File: src/rtl/machv_pkg.sv
// Shared constants for the machv core: data width, register addressing
// and the load-type encodings carried in Funct3.
package machv_pkg;

  localparam int XLEN       = 32;
  localparam int REG_ADDR_W = 5;

  localparam logic [2:0] F3_LB  = 3'b000;
  localparam logic [2:0] F3_LH  = 3'b001;
  localparam logic [2:0] F3_LW  = 3'b010;
  localparam logic [2:0] F3_LBU = 3'b100;
  localparam logic [2:0] F3_LHU = 3'b101;

endpackage

File: src/rtl/load_extender.sv
// Picks the byte/halfword lane of a loaded word and extends it to XLEN.
// Purely combinational so the store/AMO path can share it.
module load_extender
  import machv_pkg::*;
(
  input  logic [XLEN-1:0] ReadDataW,
  input  logic [1:0]      offset,
  input  logic [2:0]      Funct3W,
  output logic [XLEN-1:0] ExtDataW
);

  logic [7:0]  byte_w;
  logic [15:0] half_w;

  assign byte_w = ReadDataW[{offset, 3'b000} +: 8];
  assign half_w = offset[1] ? ReadDataW[31:16]
                            : ReadDataW[15:0];

  always_comb begin
    ExtDataW = ReadDataW;
    case (Funct3W)
      F3_LB:   ExtDataW = {{24{byte_w[7]}}, byte_w};
      F3_LH:   ExtDataW = {{16{half_w[15]}}, half_w};
      F3_LBU:  ExtDataW = {24'h0, byte_w};
      F3_LHU:  ExtDataW = {16'h0, half_w};
      default: ExtDataW = ReadDataW;
    endcase
  end

endmodule

File: src/rtl/writeback_regfile.sv
// Writeback stage: result select, load extension and the integer
// register file with write-through Decode read ports.
module writeback_regfile
  import machv_pkg::*;
#(
  parameter int NUM_REGS  = 32,
  parameter bit BYPASS_EN = 1'b1
) (
  input  logic                  CLK,
  input  logic                  RESET,
  input  logic                  RegWriteW,
  input  logic                  MemtoRegW,
  input  logic [XLEN-1:0]       ReadDataW,
  input  logic [XLEN-1:0]       ComputeResultW,
  input  logic [REG_ADDR_W-1:0] rdW,
  input  logic [2:0]            Funct3W,
  input  logic [REG_ADDR_W-1:0] rs1D,
  input  logic [REG_ADDR_W-1:0] rs2D,
  output logic [XLEN-1:0]       RD1D,
  output logic [XLEN-1:0]       RD2D,
  output logic [XLEN-1:0]       ResultW,
  output logic                  WriteFireW
);

  logic [XLEN-1:0] regs_q [NUM_REGS];
  logic            fire_q;
  logic            fire_d;
  logic            we;
  logic [XLEN-1:0] load_w;

  load_extender u_ext (
    .ReadDataW (ReadDataW),
    .offset    (ComputeResultW[1:0]),
    .Funct3W   (Funct3W),
    .ExtDataW  (load_w)
  );

  assign ResultW = MemtoRegW ? load_w : ComputeResultW;
  assign we      = RegWriteW && (rdW != '0);
  assign fire_d  = we;

  // Reset has priority: a write on the reset edge is dropped.
  always_ff @(posedge CLK) begin
    if (RESET) begin
      for (int i = 0; i < NUM_REGS; i++) begin
        regs_q[i] <= '0;
      end
      fire_q <= 1'b0;
    end else begin
      if (we) begin
        regs_q[rdW] <= ResultW;
      end
      fire_q <= fire_d;
    end
  end

  function automatic logic [XLEN-1:0] rd_port(
    input logic [REG_ADDR_W-1:0] rs
  );
    if (rs == '0) begin
      return '0;
    end else if (BYPASS_EN && RegWriteW && (rdW == rs)) begin
      return ResultW;
    end else begin
      return regs_q[rs];
    end
  endfunction

  assign RD1D       = rd_port(rs1D);
  assign RD2D       = rd_port(rs2D);
  assign WriteFireW = fire_q;

endmodule

File: config.mk
export PLATFORM = sky130hd
export DESIGN_NAME = writeback_regfile
export DESIGN_NICKNAME = d
export VERILOG_FILES = /design/src/rtl/machv_pkg.sv /design/src/rtl/load_extender.sv /design/src/rtl/writeback_regfile.sv
export SDC_FILE = /design/constraint.sdc
export NUM_CORES = 2
export LEC_CHECK = 0
export BUFFER_PORTS_ARGS = -buffer_cell sky130_fd_sc_hd__buf_2
export CAP_MARGIN = 20
export CORE_MARGIN = 5
export CORE_UTILIZATION = 65
export CTS_BUF_LIST = sky130_fd_sc_hd__clkbuf_4
export DETAILED_ROUTE_END_ITERATION = 12
export GPL_ROUTABILITY_DRIVEN = 0
export PLACE_DENSITY_LB_ADDON = 0.15
export SYNTH_ARGS = -nofsm -noshare
export SYNTH_HDL_FRONTEND = slang
export SYNTH_SLANG_ARGS = --single-unit
File: constraint.sdc
create_clock -name CLK -period 3.4 [get_ports CLK]
set_clock_uncertainty 0.15 [all_clocks]
set_input_delay 0.68 -clock CLK [delete_from_list [all_inputs] [get_ports CLK]]
set_output_delay 0.68 -clock CLK [all_outputs]
set_load 0.03 [all_outputs]
# Yosys cells after proc, flatten, opt, wreduce, memory -nomap -nowiden
# Memories as Yosys holds them, arrays and structs flattened.
# Cells that the tools add are included.
# Widths: inputs -> output; s select.
# totals
out_inout_bits,97
wordCells,31
register_bits,1
inputBits,86
ram_bits,1024
memories,1
# mem_list
name,words,width,rd,rd_ports_with_merged_regs,write_ports,line_no,text
regs_q,32,32,2,0,32,writeback_regfile.sv:25,logic [XLEN-1:0] regs_q [NUM_REGS];
# op_classes
n_eq_ne,5
n_reduce_logical,8
shifts,1
n_mux,15
# op_table
op,n
$mux 32,6
$pmux 32 s4,1
$reduce_or 32->1,1
$shiftx 32x6->8,1
$mux 16,1
$eq 5x5->1,2
$logic_not 5->1,2
$eq 3x3->1 const B,2
$mux 1,6
$mux 5,1
$reduce_bool 5->1,1
$eq 3x1->1 const B,1
$logic_and 1x1->1,3
$logic_not 3->1,1

# Depth between registers and ports, before layout
# depth
word_depth,7
depth_mapped,10
depth_no_buf,7

# Hierarchy
# A second synthesis with hierarchy kept.
# hier_totals
hier_cells,3940
area_unflattened_um2,54050.6
# by_module_without_submodules
mod,seq_area_each_um2,cells_per_inst,area_each_um2,n_inst
writeback_regfile,30769.5,3822,53289.9,1
load_extender,0.0,118,760.7,1

# Least setup slack after synthesis
# Ideal clock, no wire load.
# synth_timing
path_type,input to output
start,input rdW[0]
end,output RD1D[23]
t_arrival_ps,2877
stages,9
required_time_ps,2570
path_buffers,3
slack_ps,-307
path_cell_list,clkbuf_1 -> xnor2_1 -> nand4_1 -> or3_1 -> buf_2 -> a21oi_2 -> buf_2 -> a221oi_1 -> a221oi_1
# synth_between
elab_chain_len,4
# synth_lines
element,line_no,text
"start, declared",writeback_regfile.sv:15,"input logic [REG_ADDR_W-1:0] rdW,"
$eq 5x5->1,writeback_regfile.sv:62,end else if (BYPASS_EN && RegWriteW && (rdW == rs)) begin
$logic_and 1x1->1,writeback_regfile.sv:62,
$mux 32,writeback_regfile.sv:62,
$mux 32,writeback_regfile.sv:60,if (rs == '0) begin
"end, declared",writeback_regfile.sv:19,"output logic [XLEN-1:0] RD1D,"
# No other way between the ends.

==> report_table.html <==
<table>
<tr><th>Metric</th><th>Value</th></tr>
<tr><th colspan="2">Critical path</th></tr>
<tr><td>Worst-path cell chain</td><td>mux4_2 &gt; mux4_2 &gt; nor3b_2 &gt; a21oi_2 &gt; o22ai_2 &gt; buf_6</td></tr>
<tr><td>Count of buffering cells on the critical path with inverters included</td><td>1</td></tr>
<tr><td>Crit Path Class</td><td>flip-flop to primary output</td></tr>
<tr><td>Max stage delay cell, worst path</td><td>mux4_2</td></tr>
<tr><td>Crit-path max FO</td><td>2</td></tr>
<tr><td>Longest individual stage delay on the worst path</td><td>~0.50 ns</td></tr>
<tr><td>Crit. End Element</td><td>primary output</td></tr>
<tr><td>Worst path arrival time</td><td>3.18 ns</td></tr>
<tr><td>Required time of the worst setup path</td><td>approximately 2.6 ns</td></tr>
<tr><td>Critical Path Source Type</td><td>flip-flop</td></tr>
<tr><td>Delay-heaviest family, CP</td><td>multiplexers</td></tr>
<tr><td>Critical path's most frequent cell</td><td>mux4_2</td></tr>
<tr><th colspan="2">Routing</th></tr>
<tr><td>Total vias in the final route</td><td>43050</td></tr>
<tr><td>Total routed wirelength</td><td>about 190000 um</td></tr>
<tr><td>Count of unresolved DRC violations after routing</td><td>0</td></tr>
<tr><td>Average detailed-routed wire length per instance</td><td>32.03 um</td></tr>
<tr><td>Number of vias per cell</td><td>between 7 and 8</td></tr>
<tr><td>Initial DRC Count</td><td>7609</td></tr>
<tr><td>Number of nets with antenna violations after detailed routing</td><td>0</td></tr>
<tr><td>First-pass iteration count of the detailed router</td><td>8</td></tr>
<tr><th colspan="2">Cells and area</th></tr>
<tr><td>Proportion of layout cells with a drive suffix above 1</td><td>a little over two fifths</td></tr>
<tr><td>Final cell count without fillers</td><td>5970</td></tr>
<tr><td>Area added between synthesis and finish</td><td>24.00%</td></tr>
<tr><td>Final net count</td><td>4800</td></tr>
<tr><th colspan="2">Power and ir drop</th></tr>
<tr><td>Internal cell power</td><td>22830 uW</td></tr>
<tr><td>Pwr Total</td><td>32070 uW</td></tr>
<tr><td>Share of total power in combinational logic</td><td>20.0%</td></tr>
<tr><td>Clock group share of total power</td><td>33.2%</td></tr>
<tr><td>Power density cells</td><td>474.4 nW/um^2</td></tr>
<tr><td>Share of total power in sequential cells</td><td>a little under half</td></tr>
<tr><td>Leakage power of the design</td><td>0.02510 uW</td></tr>
<tr><td>Fraction of power spent switching nets</td><td>28.81%</td></tr>
<tr><td>Max rail drop VDD</td><td>just over 0.3 mV</td></tr>
<tr><td>Total net switching power</td><td>9237 uW</td></tr>
<tr><th colspan="2">Floorplan</th></tr>
<tr><td>Placeable Area</td><td>83420 sq um</td></tr>
<tr><td>Effective utilization at floorplan</td><td>65.35%</td></tr>
<tr><td>Placement Rows</td><td>106</td></tr>
<tr><td>Die Height</td><td>about 300 um</td></tr>
<tr><td>Full die area</td><td>~90000 sq um</td></tr>
<tr><td>Count of boundary I/O pins</td><td>183</td></tr>
<tr><td>Floorplan die width</td><td>299.6 um</td></tr>
<tr><th colspan="2">GRT</th></tr>
<tr><td>GR Util All Layers</td><td>42.14%</td></tr>
<tr><td>First-pass GRT wire length</td><td>277200 um</td></tr>
<tr><td>Largest net degree at the start of global routing</td><td>between 40 and 50</td></tr>
<tr><td>Antenna violations before repair</td><td>5</td></tr>
<tr><td>Number of global-route vias before repair</td><td>43590</td></tr>
<tr><td>Overflow after GRT</td><td>0</td></tr>
<tr><th colspan="2">Synth</th></tr>
<tr><td>Post-synth ARST share</td><td>0%</td></tr>
<tr><td>Post-synth EDFFs</td><td>1024</td></tr>
<tr><td>Distinct cell type count of the synthesized netlist</td><td>60</td></tr>
<tr><td>Cells after synthesis</td><td>3991</td></tr>
<tr><td>Flops &amp; latches, synth</td><td>1025</td></tr>
<tr><td>Total of warnings raised by yosys</td><td>0</td></tr>
<tr><td>Sequential element share of the synthesized area</td><td>a little under three fifths</td></tr>
<tr><td>Most frequently used flop master after synthesis</td><td>edfxtp_1</td></tr>
<tr><td>Post-synthesis average cell area</td><td>13.66 sq um</td></tr>
<tr><td>Area of the mapped netlist</td><td>roughly 55000 sq um</td></tr>
<tr><th colspan="2">Worst hold path</th></tr>
<tr><td>Worst hold endpoint</td><td>regs_q[12][25]</td></tr>
<tr><td>Hold Startpoint</td><td>ComputeResultW[25]</td></tr>
<tr><td>Hold Crit Depth</td><td>5</td></tr>
<tr><td>Class of the most critical hold timing path</td><td>primary input to flip-flop</td></tr>
<tr><th colspan="2">Placement</th></tr>
<tr><td>Placed insts</td><td>~5500</td></tr>
<tr><td>Port-buffer cells</td><td>182</td></tr>
<tr><td>Post-placement worst setup slack</td><td>-0.5559 ns</td></tr>
<tr><td>Post-detail-place hpwl</td><td>122600 um</td></tr>
<tr><th colspan="2">Run</th></tr>
<tr><td>Number of maximum-capacitance constraint violations</td><td>0</td></tr>
<tr><th colspan="2">STA</th></tr>
<tr><td>Least-Margin Pin Slew</td><td>0.7257 ns</td></tr>
<tr><td>Final critical-path required period</td><td>around 4 ns</td></tr>
<tr><td>Least setup slack across all paths after layout</td><td>-0.6133 ns</td></tr>
<tr><td>Sum Neg Setup Slack</td><td>-25.21 ns</td></tr>
<tr><td>Relative slew margins</td><td>51.62%</td></tr>
<tr><td>Highest Clock Rate</td><td>around 250 MHz</td></tr>
<tr><td>Hold slack final</td><td>0.05198 ns</td></tr>
<tr><td>Final Hold Vio Count</td><td>0</td></tr>
<tr><td>RSZ-0062 raised after global routing</td><td>true</td></tr>
<tr><td># setup viols final</td><td>70</td></tr>
<tr><td>Post-route clock period utilization</td><td>118.0%</td></tr>
<tr><td>Final number of max-transition violations</td><td>0</td></tr>
<tr><th colspan="2">Clocking</th></tr>
<tr><td>CTS clock-pin slew for the worst setup and hold paths</td><td>0.07 ns</td></tr>
<tr><td>TritonCTS clock tree</td><td>built</td></tr>
<tr><td>CTS root buffer</td><td>clkbuf_4</td></tr>
<tr><td>Clock buffer count from CTS</td><td>between 200 and 300</td></tr>
<tr><td>Longest Clk Path Bufs</td><td>4</td></tr>
<tr><td>TritonCTS sink count</td><td>1025</td></tr>
<tr><td>H-tree depth reported by CTS</td><td>5</td></tr>
<tr><th colspan="2">Run status</th></tr>
<tr><td>Failing checks</td><td>setup timing</td></tr>
<tr><td>Run status</td><td>finished with violations</td></tr>
</table>
[power by group through the flow]
stage	logic, uW	clock network, uW	registers, uW
CTS	6020	10600	14900
global placement	5340	0	15100
finish	6430	10700	15000
detailed placement	5420	0	15200
floorplan	3190	0	15100
global route	6580	11400	15000
[cell families after synthesis]
kind of cell    count (synthesis)  share of synthesized area, %
xor+xnor                       10                        0.1607
mux                           734                         22.65
other cells                     1                      0.006879
compound gates                524                         7.599
flops                        1025                         56.44
buf+inv                       476                         4.209
simple gates                 1221                         8.935
[per-layer routing]
metal | up-vias | track usage [%] | wire (um)
li1 | 16920 | - | -
met4 | 8 | 19.55 | 10390
met2 | 4405 | 63.59 | 85900
met5 | - | 0.8117 | 140
met3 | 892 | 18.26 | 34610
met1 | 20830 | 53.36 | 60180
[how the worst max path moves through the flow]
stage / startpoint / to / slack (ns) / cells after the start
floorplan: rs2D[0] / RD2D[19] / -0.07 / 7
global placement: rs1D[0] / RD1D[14] / -0.53 / 10
detailed placement: rs1D[0] / RD1D[14] / -0.56 / 10
CTS: regs_q[22][30] / RD2D[30] / -0.60 / 6
global route: regs_q[18][14] / RD1D[14] / -0.67 / 5
finish: regs_q[7][30] / RD2D[30] / -0.61 / 6
[cell usage in the layout, fill, tap and decap left out, types with 85 or more instances in the layout]
cell type	n
a221oi_1	85
buf_12	111
buf_2	93
buf_4	524
buf_6	91
clkbuf_4	391
edfxtp_1	1024
mux2i_1	263
mux4_2	392
nor2_1	1014
[flip-flops by register name, summed over array words and instances (netlist names)]
| register | count |
|---|---|
| regs_q | 1024 |
| WriteFireW | 1 |
[area by class of cell]
class                           count  area, sq um
Antenna cell                        4        10.01
Clock buffer                      391         2935
Clock inverter                     66        317.8
Fill cell                        4349        15820
Inverter                           38        142.6
Multi-Input combinational cell   2521        24130
Sequential cell                  1025        30770
Tap cell                         1080         1351
Timing Repair Buffer              845         7945
[timing repair]
action / in CTS / in global routing
hold buffers: 18 / 0
setup endpoints to repair: 73 / 80
gates resized for setup: 438 / 139
endpoints found under the hold margin: 46 / 0
setup buffers: 26 / 21
cloned: 1 / 0
pin swaps: 112 / 53
[metrics by stage]
stage | instance area, sq um | util (%)
6_report | 67600 | 81.03
5_1_grt | 67600 | 81.03
4_1_cts | 66850 | 80.14
3_5_place_dp | 61320 | 73.50
3_3_place_gp | 61320 | 73.50
2_1_floorplan | 55020 | -
[Yosys cell counts, drive strengths merged, types with 4 or more instances]
| cell type | number | area (sq um) |
|---|---|---|
| mux4 | 392 | 8828 |
| clkbuf | 258 | 968.4 |
| a22oi | 9 | 67.56 |
| mux2 | 75 | 844.6 |
| a222oi | 7 | 70.07 |
| inv | 36 | 135.1 |
| nor2b | 43 | 269.0 |
| a211oi | 41 | 330.3 |
| a21oi | 98 | 494.2 |
| nor3b | 5 | 37.54 |
| a221oi | 202 | 2026 |
| and3 | 10 | 62.56 |
| nor2 | 1018 | 3821 |
| nand2 | 90 | 337.8 |
| mux2i | 267 | 2673 |
| o21ai | 63 | 315.3 |
| nand3 | 4 | 20.02 |
| o221ai | 31 | 271.5 |
| o21a | 52 | 390.4 |
| buf | 180 | 1184 |
| xnor2 | 7 | 61.31 |
| nand2b | 36 | 227.7 |
| a31o | 6 | 52.55 |
| edfxtp | 1024 | 30750 |
Power figures use the tool's default switching activity.
